File: src/rtl/fma_round.sv
`default_nettype none
// ============================================================================
//  Module   : fma_round
//  Purpose  : Final exponent-adjust and round-to-nearest-even stage of the
//             single-precision FMA. Two registered stages (S1, S2) with a
//             valid/ready handshake; S1 adjusts the exponent and decides the
//             rounding increment, S2 applies it and packs the IEEE-754 result.
//  Ports    :
//    clk, rst                  clock, synchronous active-high reset
//    in_valid / in_ready       upstream handshake (in_ready is combinational)
//    sign_in, exp_in, m_in     sign, biased exponent, normalized mantissa
//    zero_cnt, en_in           normalization shift amount and direction
//    nan_in, inf_in            special-operand flags
//    out_valid / out_ready     downstream handshake
//    result                    packed single-precision result
//    flag_ovf/unf/inx          overflow, underflow, inexact (with out_valid)
//  Revision : 1.0  initial release
// ============================================================================
module fma_round #(
    parameter int EXP_W = 10
) (
    input  logic             clk,
    input  logic             rst,
    input  logic             in_valid,
    output logic             in_ready,
    input  logic             sign_in,
    input  logic [EXP_W-1:0] exp_in,
    input  logic [26:0]      m_in,
    input  logic [5:0]       zero_cnt,
    input  logic             en_in,
    input  logic             nan_in,
    input  logic             inf_in,
    output logic             out_valid,
    input  logic             out_ready,
    output logic [31:0]      result,
    output logic             flag_ovf,
    output logic             flag_unf,
    output logic             flag_inx
);

    localparam logic [31:0] c_QNAN = 32'h7FC0_0000;

    // S1 stage state
    logic             v1_q,     v1_d;
    logic             s1_sign_q, s1_sign_d;
    logic             s1_nan_q,  s1_nan_d;
    logic             s1_inf_q,  s1_inf_d;
    logic             s1_hid_q,  s1_hid_d;
    logic [22:0]      s1_frac_q, s1_frac_d;
    logic             s1_rup_q,  s1_rup_d;
    logic             s1_inx_q,  s1_inx_d;
    logic [EXP_W-1:0] s1_eadj_q, s1_eadj_d;

    // S2 stage state (drives the outputs directly)
    logic             v2_q,     v2_d;
    logic [31:0]      result_q, result_d;
    logic             ovf_q,    ovf_d;
    logic             unf_q,    unf_d;
    logic             inx_q,    inx_d;

    logic                    w_adv;
    logic [EXP_W-1:0]        w_zc_ext;
    logic                    w_carry;
    logic [22:0]             w_frac_fin;
    logic signed [EXP_W:0]   w_e_fin;
    logic [31:0]             w_res;
    logic                    w_ovf;
    logic                    w_unf;
    logic                    w_inx;

    always_comb begin
        w_adv    = !v2_q || out_ready;
        w_zc_ext = {{(EXP_W-6){1'b0}}, zero_cnt};

        // {1,frac} + r carries out exactly when frac + r overflows 23 bits,
        // and in that case the remaining fraction bits are already zero.
        {w_carry, w_frac_fin} = {1'b0, s1_frac_q} + {23'd0, s1_rup_q};

        // One extra bit so e_adj + 1 at the top of the range cannot wrap.
        w_e_fin = {s1_eadj_q[EXP_W-1], s1_eadj_q} + {{EXP_W{1'b0}}, w_carry};

        w_res = {s1_sign_q, 8'd0, w_frac_fin};
        w_ovf = 1'b0;
        w_unf = 1'b0;
        w_inx = 1'b0;
        if (s1_nan_q) begin
            w_res = c_QNAN;
        end else if (s1_inf_q) begin
            w_res = {s1_sign_q, 8'hFF, 23'd0};
        end else if (!s1_hid_q) begin
            w_res = {s1_sign_q, 31'd0};
        end else if (w_e_fin >= 255) begin
            w_res = {s1_sign_q, 8'hFF, 23'd0};
            w_ovf = 1'b1;
            w_inx = 1'b1;
        end else if (w_e_fin <= 0) begin
            // No denormals: anything at or below exponent zero flushes.
            w_res = {s1_sign_q, 31'd0};
            w_unf = 1'b1;
            w_inx = 1'b1;
        end else begin
            w_res = {s1_sign_q, w_e_fin[7:0], w_frac_fin};
            w_inx = s1_inx_q;
        end

        v1_d      = v1_q;
        s1_sign_d = s1_sign_q;
        s1_nan_d  = s1_nan_q;
        s1_inf_d  = s1_inf_q;
        s1_hid_d  = s1_hid_q;
        s1_frac_d = s1_frac_q;
        s1_rup_d  = s1_rup_q;
        s1_inx_d  = s1_inx_q;
        s1_eadj_d = s1_eadj_q;
        v2_d      = v2_q;
        result_d  = result_q;
        ovf_d     = ovf_q;
        unf_d     = unf_q;
        inx_d     = inx_q;

        // Both stages advance together, so a drain and a fill share a cycle.
        if (w_adv) begin
            v1_d      = in_valid;
            s1_sign_d = sign_in;
            s1_nan_d  = nan_in;
            s1_inf_d  = inf_in;
            s1_hid_d  = m_in[26];
            s1_frac_d = m_in[25:3];
            s1_rup_d  = m_in[2] & (m_in[1] | m_in[0] | m_in[3]);
            s1_inx_d  = |m_in[2:0];
            s1_eadj_d = en_in ? (exp_in + w_zc_ext) : (exp_in - w_zc_ext);
            v2_d      = v1_q;
            result_d  = w_res;
            ovf_d     = w_ovf;
            unf_d     = w_unf;
            inx_d     = w_inx;
        end
    end

    always_ff @(posedge clk) begin
        if (rst) begin
            v1_q      <= 1'b0;
            s1_sign_q <= 1'b0;
            s1_nan_q  <= 1'b0;
            s1_inf_q  <= 1'b0;
            s1_hid_q  <= 1'b0;
            s1_frac_q <= '0;
            s1_rup_q  <= 1'b0;
            s1_inx_q  <= 1'b0;
            s1_eadj_q <= '0;
            v2_q      <= 1'b0;
            result_q  <= '0;
            ovf_q     <= 1'b0;
            unf_q     <= 1'b0;
            inx_q     <= 1'b0;
        end else begin
            v1_q      <= v1_d;
            s1_sign_q <= s1_sign_d;
            s1_nan_q  <= s1_nan_d;
            s1_inf_q  <= s1_inf_d;
            s1_hid_q  <= s1_hid_d;
            s1_frac_q <= s1_frac_d;
            s1_rup_q  <= s1_rup_d;
            s1_inx_q  <= s1_inx_d;
            s1_eadj_q <= s1_eadj_d;
            v2_q      <= v2_d;
            result_q  <= result_d;
            ovf_q     <= ovf_d;
            unf_q     <= unf_d;
            inx_q     <= inx_d;
        end
    end

    assign in_ready  = w_adv;
    assign out_valid = v2_q;
    assign result    = result_q;
    assign flag_ovf  = ovf_q;
    assign flag_unf  = unf_q;
    assign flag_inx  = inx_q;

endmodule
`default_nettype wire

File: config.mk
export PLATFORM = sky130hd
export DESIGN_NAME = fma_round
export DESIGN_NICKNAME = d
export VERILOG_FILES = /design/src/rtl/fma_round.sv
export SDC_FILE = /design/constraint.sdc
export NUM_CORES = 1
export LEC_CHECK = 0
export CAP_MARGIN = 20
export CORE_MARGIN = 5
export CORE_UTILIZATION = 25
export CTS_CLUSTER_SIZE = 40
export DETAILED_ROUTE_END_ITERATION = 8
export SETUP_SLACK_MARGIN = 0.3
export SYNTH_ARGS = -nofsm -noshare
export SYNTH_HDL_FRONTEND = slang
export SYNTH_SLANG_ARGS = --single-unit
File: constraint.sdc
create_clock -name clk -period 4.3 [get_ports clk]
set_clock_uncertainty 0.15 [all_clocks]
set_input_delay 0.645 -clock clk [delete_from_list [all_inputs] [get_ports clk]]
set_output_delay 0.645 -clock clk [all_outputs]
set_load 0.01 [all_outputs]
## Word-level counts from Yosys, hierarchy flattened

Cells that the tools add are included.

| word-level totals | value |
|---|---|
| output and inout bits | 37 |
| logic and storage cells | 46 |
| register bits after elaboration | 76 |
| bits of input ports | 51 |

| operators by class | value |
|---|---|
| order comparisons | 2 |
| add/sub/neg operators | 4 |
| bitwise gates (word level) | 3 |
| muxes and demuxes | 20 |
| reduce and logical (&&, ||, !) cells | 3 |

Operators by type and width:

| cell | count |
|---|---|
| $mux W31 | 4 |
| $mux W32 | 1 |
| $add A23 B1 Y24 | 1 |
| $mux W1 | 14 |
| $add A10 B2 Y11 | 1 |
| $ge A11 B9 Y1 const B | 1 |
| $le A11 B1 Y1 const B | 1 |
| $add A10 B6 Y10 | 1 |
| $mux W10 | 1 |
| $sub A10 B6 Y10 | 1 |
| $reduce_or A3 Y1 | 1 |
| $or A1 B1 Y1 | 2 |
| $and A1 B1 Y1 | 1 |
| $logic_not A1 Y1 | 1 |
| $logic_or A1 B1 Y1 | 1 |

## Depth between registers and ports, before layout

| depth | value |
|---|---|
| word-level depth | 8 |
| gate-level depth with buffers | 15 |
| gate-level depth less buffers | 14 |

## Worst setup path before layout

No wires, ideal clock.

| timing | value |
|---|---|
| path kind | register to register |
| from | register s1_frac_q[0] |
| to | register result_q[30], in the netlist result[30] |
| path buffers | 0 |
| library setup time | 91 ps |
| arrival time | 3145 ps |
| required time | 4059 ps |
| cell stages (with the launch flop) | 15 |
| slack | 914 ps |
| path through | dfxtp_1 -> ha_1 -> nand2_1 -> nor3_1 -> nand4_1 -> nor2_1 -> and3_1 -> ha_1 -> ha_1 -> nand2_1 -> or3_1 -> o211a_1 -> and3_4 -> a311o_2 -> a311oi_1 |

| on the way | value |
|---|---|
| longest elaborated chain between the ends | 8 |

RTL lines:

| what | RTL line | RTL |
|---|---|---|
| start, declared | 49 | `logic [22:0] s1_frac_q, s1_frac_d;` |
| start signal, assigned | 162 | `s1_frac_q <= s1_frac_d;` |
| $add A23 B1 Y24 (*) | 77 | `{w_carry, w_frac_fin} = {1'b0, s1_frac_q} + {23'd0, s1_rup_q};` |
| $add A10 B2 Y11 (*) | 80 | `w_e_fin = {s1_eadj_q[EXP_W-1], s1_eadj_q} + {{EXP_W{1'b0}}, w_carry};` |
| $le A11 B1 Y1 | 96 | `end else if (w_e_fin <= 0) begin` |
| $mux W31 | 96 |  |
| $mux W31 (*) | 92 | `end else if (w_e_fin >= 255) begin` |
| $mux W31 (*) | 90 | `end else if (!s1_hid_q) begin` |
| $mux W31 (*) | 88 | `end else if (s1_inf_q) begin` |
| $mux W32 (*) | 86 | `if (s1_nan_q) begin` |
| end signal, assigned | 167 | `result_q <= result_d;` |
| end, declared | 56 | `logic [31:0] result_q, result_d;` |

Every way passes the cells marked *; elsewhere a longest branch is shown, timed or not.
A chain may end at the register's enable or synchronous reset.

## Final worst setup path

| timing | value |
|---|---|
| from | register s1_rup_q |
| to | register result_q[24], in the netlist result[24] |

| on the way | value |
|---|---|
| longest elaborated chain between the ends | 8 |

RTL lines:

| what | RTL line | RTL |
|---|---|---|
| start, declared | 50 | `logic s1_rup_q, s1_rup_d;` |
| start signal, assigned | 163 | `s1_rup_q <= s1_rup_d;` |
| $add A23 B1 Y24 (*) | 77 |  |
| $add A10 B2 Y11 (*) | 80 |  |
| $le A11 B1 Y1 | 96 |  |
| $mux W31 | 96 |  |
| $mux W31 (*) | 92 |  |
| $mux W31 (*) | 90 |  |
| $mux W31 (*) | 88 |  |
| $mux W32 (*) | 86 |  |

Marked as above.

==> results.md <==
- Summed over all nets, the half-perimeter wirelength after detailed placement is 7.86 mm.
- The cell family contributing the most delay on the critical path is simple AND/OR/NAND/NOR gates.
- For the worst setup path, the data arrival time is 3.67 ns.
- The global routing usage summed across all routing layers is 0.120.
- The fraction of layout instances using a drive strength above 1 is 0.0687.
- The combined flip-flop and latch cell area is 1520 sq um.
- The via count of the first global-routing pass is 3614.
- 0 antenna diodes ended up in the layout.
- The critical path capture point type is a register.
- The power dissipated by switching net loads is 0.000503 W.
- The finished layout holds 756 standard cells, fillers aside.
- Row generation in the floorplan step produced 45 rows.
- The worst setup slack before clock tree synthesis is 0.440 ns.
- The clock insertion delay at the later pin of the skew report is 0.33 ns.
- The run finished with clean final reports.
- The CTS tree is built.
- In this run the horizontal extent of the chip is 134 microns.
- The flip-flop count of the largest register after layout is 32.
- The buffer type at the clock tree root is sky130_fd_sc_hd__clkbuf_16.
- The first-pass detailed-route iteration total is 6.
- The type of the tightest min-delay check is reg2reg.
- The number of antenna violations at the first check in global routing is 0.
- In this run, synthesis produced a sequential element count of 76.
- The initial utilization of the core area, before any placement, comes to 0.253.
- For this block, the via count after detailed routing is 3556.
- The largest buffer count on any clock path is 2.
- After detailed routing, the total wire length is 10.6 mm.
- The total number of nets in the final design is 629.
- The core box area is 15100 sq um.
- After global routing the overflow that remains totals 0.
- The first global-routing pass estimated 17.5 mm of wire.
- Setup repair after global routing left no endpoint under its margin.
- After synthesis, the share of flip-flops with an asynchronous set or reset is 0.
- The synthesis warning total is 0.
- For the final routed database, the setup TNS stands at 0 ns.
- The count of routing violations after the opening detailed-route iteration is 268.
- The hold violation total from the final report is 0.
- Synthesis produced 486 cells.
- Of the total power, registers draw 0.413.
- The total I/O pin count is 88.
- The critical path buffer and inverter count is 1.
- The leakage component of the power is 1.95 nW.
- Cell internal power was estimated by the tool at 0.00145 W.
- The net count after synthesis is 552.
- Of the available clock period, the critical path in the final layout requires 0.842.
- Max-cap violations in this run came to 0.
- The clock transition at the registers of the reported paths is 0.06 ns.
- The average vias per placed instance is 4.70.
- The data required time of the critical path is 4.35 ns.
- In the synthesized netlist the dominant register cell turns out to be sky130_fd_sc_hd__dfxtp_1.
- Walking the worst path, the cells encountered are ha_1 > nand2_1 > nor3_2 > nand4_1 > buf_4 > nor2_1 > and3_1 > ha_1 > ha_2 > and3_2 > nand3_1 > o21ai_1 > mux2_2 > nor2_1 > a211oi_1.
- Entering global routing, the biggest net connects 56 pins.
- The number of enable-type register cells in the synthesized netlist is 0.
- The share of total power dissipated in the clock network is 0.416.
- Based on the critical path, the design can be clocked at up to 276 MHz.
- The largest single stage delay on the critical path is 0.42 ns.
- The overall power of the completed layout is 0.00195 W.
- The critical path's slowest cell is sky130_fd_sc_hd__mux2_2.
- The count of nets left with antenna violations after detail routing is 0.
- Setup slack closes at 0.680 ns.
- The switching share of total power is 0.258.
- After detailed routing, the average wire length per cell comes to 14.0 microns.
- The worst setup path is of the reg2reg kind.
- The worst-case vdd ir drop is 0.151 mV.
- The final count of negative-setup-slack endpoints is 0.
- The depth of the CTS H-tree is 3.
- The routed design could run at a clock period as short as 3.62 ns.
- The worst-margin pin slew is 1.02 ns.
- Once layout is done, the placed cells without fillers occupy 5200 sq um.
- The floorplan step set the die height to 134 microns.
- The multi-input gate area in the final layout is 2160 sq um.
- The number of pins with negative max-slew slack in the final report is 0.
- The worst pin sits at a relative slew slack of 0.322.
- The startpoint kind of the worst setup timing path is a register.
- The part of the Yosys area used for sequential elements is 0.396.
- The number of unique standard cell types used by synthesis is 49.
- The average cell area after synthesis is 7.90 sq um.
- After filler insertion, the fill cell instance count of the layout stands at 1596.
- In this run, CTS created clock tree buffers numbering 9.
- The die covers 17900 sq um.
- After synthesis the cells add up to 3840 sq um.
- The power per cell area is 375 nW/um^2.
- At the end of routability-driven placement, the weighted congestion stood at 0.854.
- The count of buffers added on input and output ports is 87.
- The clock net sink count is 76.
- The number of instances in the placed design is 738.
- The post-placement cell area is 4850 sq um.
- Of the total power, combinational logic draws 0.171.
- Relative to the synthesized area, the layout overhead comes to 35.6%.
- The number of DRC violations after detailed routing is 0.
- Along the worst path, the maximum fanout reaches 6.
[power groups by stage]
| stage | Clock (W) | Combinational, W | Sequential, W |
|---|---|---|---|
| after floorplan | 0 | 0.000220 | 0.000802 |
| after global placement | 0 | 0.000326 | 0.000818 |
| after detailed placement | 0 | 0.000332 | 0.000820 |
| after CTS | 0.000832 | 0.000335 | 0.000805 |
| after global routing | 0.000861 | 0.000373 | 0.000813 |
| final | 0.000811 | 0.000333 | 0.000805 |
[metal layers]
layer | global-route usage | vias up | routed length [microns]
li1 | - | 1828 | -
met1 | 0.146 | 1624 | 4710
met2 | 0.202 | 93 | 5010
met3 | 0.0311 | 11 | 662
met4 | 0.0491 | 0 | 181
met5 | 0 | - | 0
[area by class of cell]
cell class | count | area share
Timing Repair Buffer | 93 | 0.176
Multi-Input combinational cell | 371 | 0.415
Clock inverter | 6 | 0.0168
Tap cell | 188 | 0.0452
Sequential cell | 76 | 0.292
Clock buffer | 10 | 0.0459
Inverter | 12 | 0.00866
[cells by family after synthesis]
logic type      Yosys count  synth area share
compound gates          102             0.159
xor+xnor                 38            0.0867
buf+inv                  39            0.0450
simple gates            213             0.253
flops                    76             0.396
mux                       3           0.00880
fa+ha+maj                15            0.0509
[what timing repair did]
item | CTS | global route
hold buffers | 0 | 0
endpoints found under the setup margin | 0 | 30
setup buffers | 0 | 1
resized for setup | 0 | 2
[cells in the final DEF (no fill, tap or decap), types with 11 or more instances in the layout]
cell type and n:
sky130_fd_sc_hd__nand3_1 15, sky130_fd_sc_hd__nor3_1 16, sky130_fd_sc_hd__dfxtp_1 76, sky130_fd_sc_hd__nand2_1 109, sky130_fd_sc_hd__xnor2_1 23, sky130_fd_sc_hd__clkdlybuf4s50_1 86
sky130_fd_sc_hd__ha_1 13, sky130_fd_sc_hd__xor2_1 15, sky130_fd_sc_hd__o21ai_1 21, sky130_fd_sc_hd__nor2_1 31, sky130_fd_sc_hd__inv_1 11, sky130_fd_sc_hd__a21oi_1 42
[final timing paths]
path,cells after the start,endpoint,slack [ns],startpoint
setup / recovery,15,result[24],0.68,s1_rup_q
hold / removal,2,result[6],0.29,result[6]
setup reg to reg,15,result[24],0.68,s1_rup_q
hold reg to reg,2,result[6],0.29,result[6]
[through the flow]
| step | hold slack [ns] | util |
|---|---|---|
| after floorplan | 0.282 | - |
| after CTS | 0.297 | 0.342 |
| after global placement | 0.291 | 0.320 |
| after global routing | 0.319 | 0.344 |
| after detailed placement | 0.290 | 0.320 |
| final | 0.291 | 0.344 |
[cells in the mapped netlist, drive strengths merged, types with 3 or more instances]
library cell  count  area share
nor2b             4      0.0065
nor2             32       0.031
dfxtp            76        0.40
nor3             17       0.022
ha               14       0.046
clkbuf           17       0.017
inv              12       0.012
nand2           109        0.11
buf              10       0.017
a21o              3      0.0059
nor4              4      0.0065
mux2              3      0.0088
nand4             6      0.0098
nand3            15       0.020
a21oi            42       0.055
xnor2            23       0.052
xor2             15       0.034
and3             10       0.020
a311oi            3      0.0085
nand3b            5      0.0098
o21ai            28       0.037
a31oi             5      0.0082
a211oi            8       0.016
[worst reg2reg max path, delay by kind of cell (launching register included)]
family | cells | cell delay (ns)
mux | 1 | 0.42
simple gates | 8 | 1.37
flops | 1 | 0.33
fa+ha+maj | 3 | 0.59
buf+inv | 1 | 0.18
compound gates | 2 | 0.44
No activity file was read; power rests on OpenSTA's default activity.
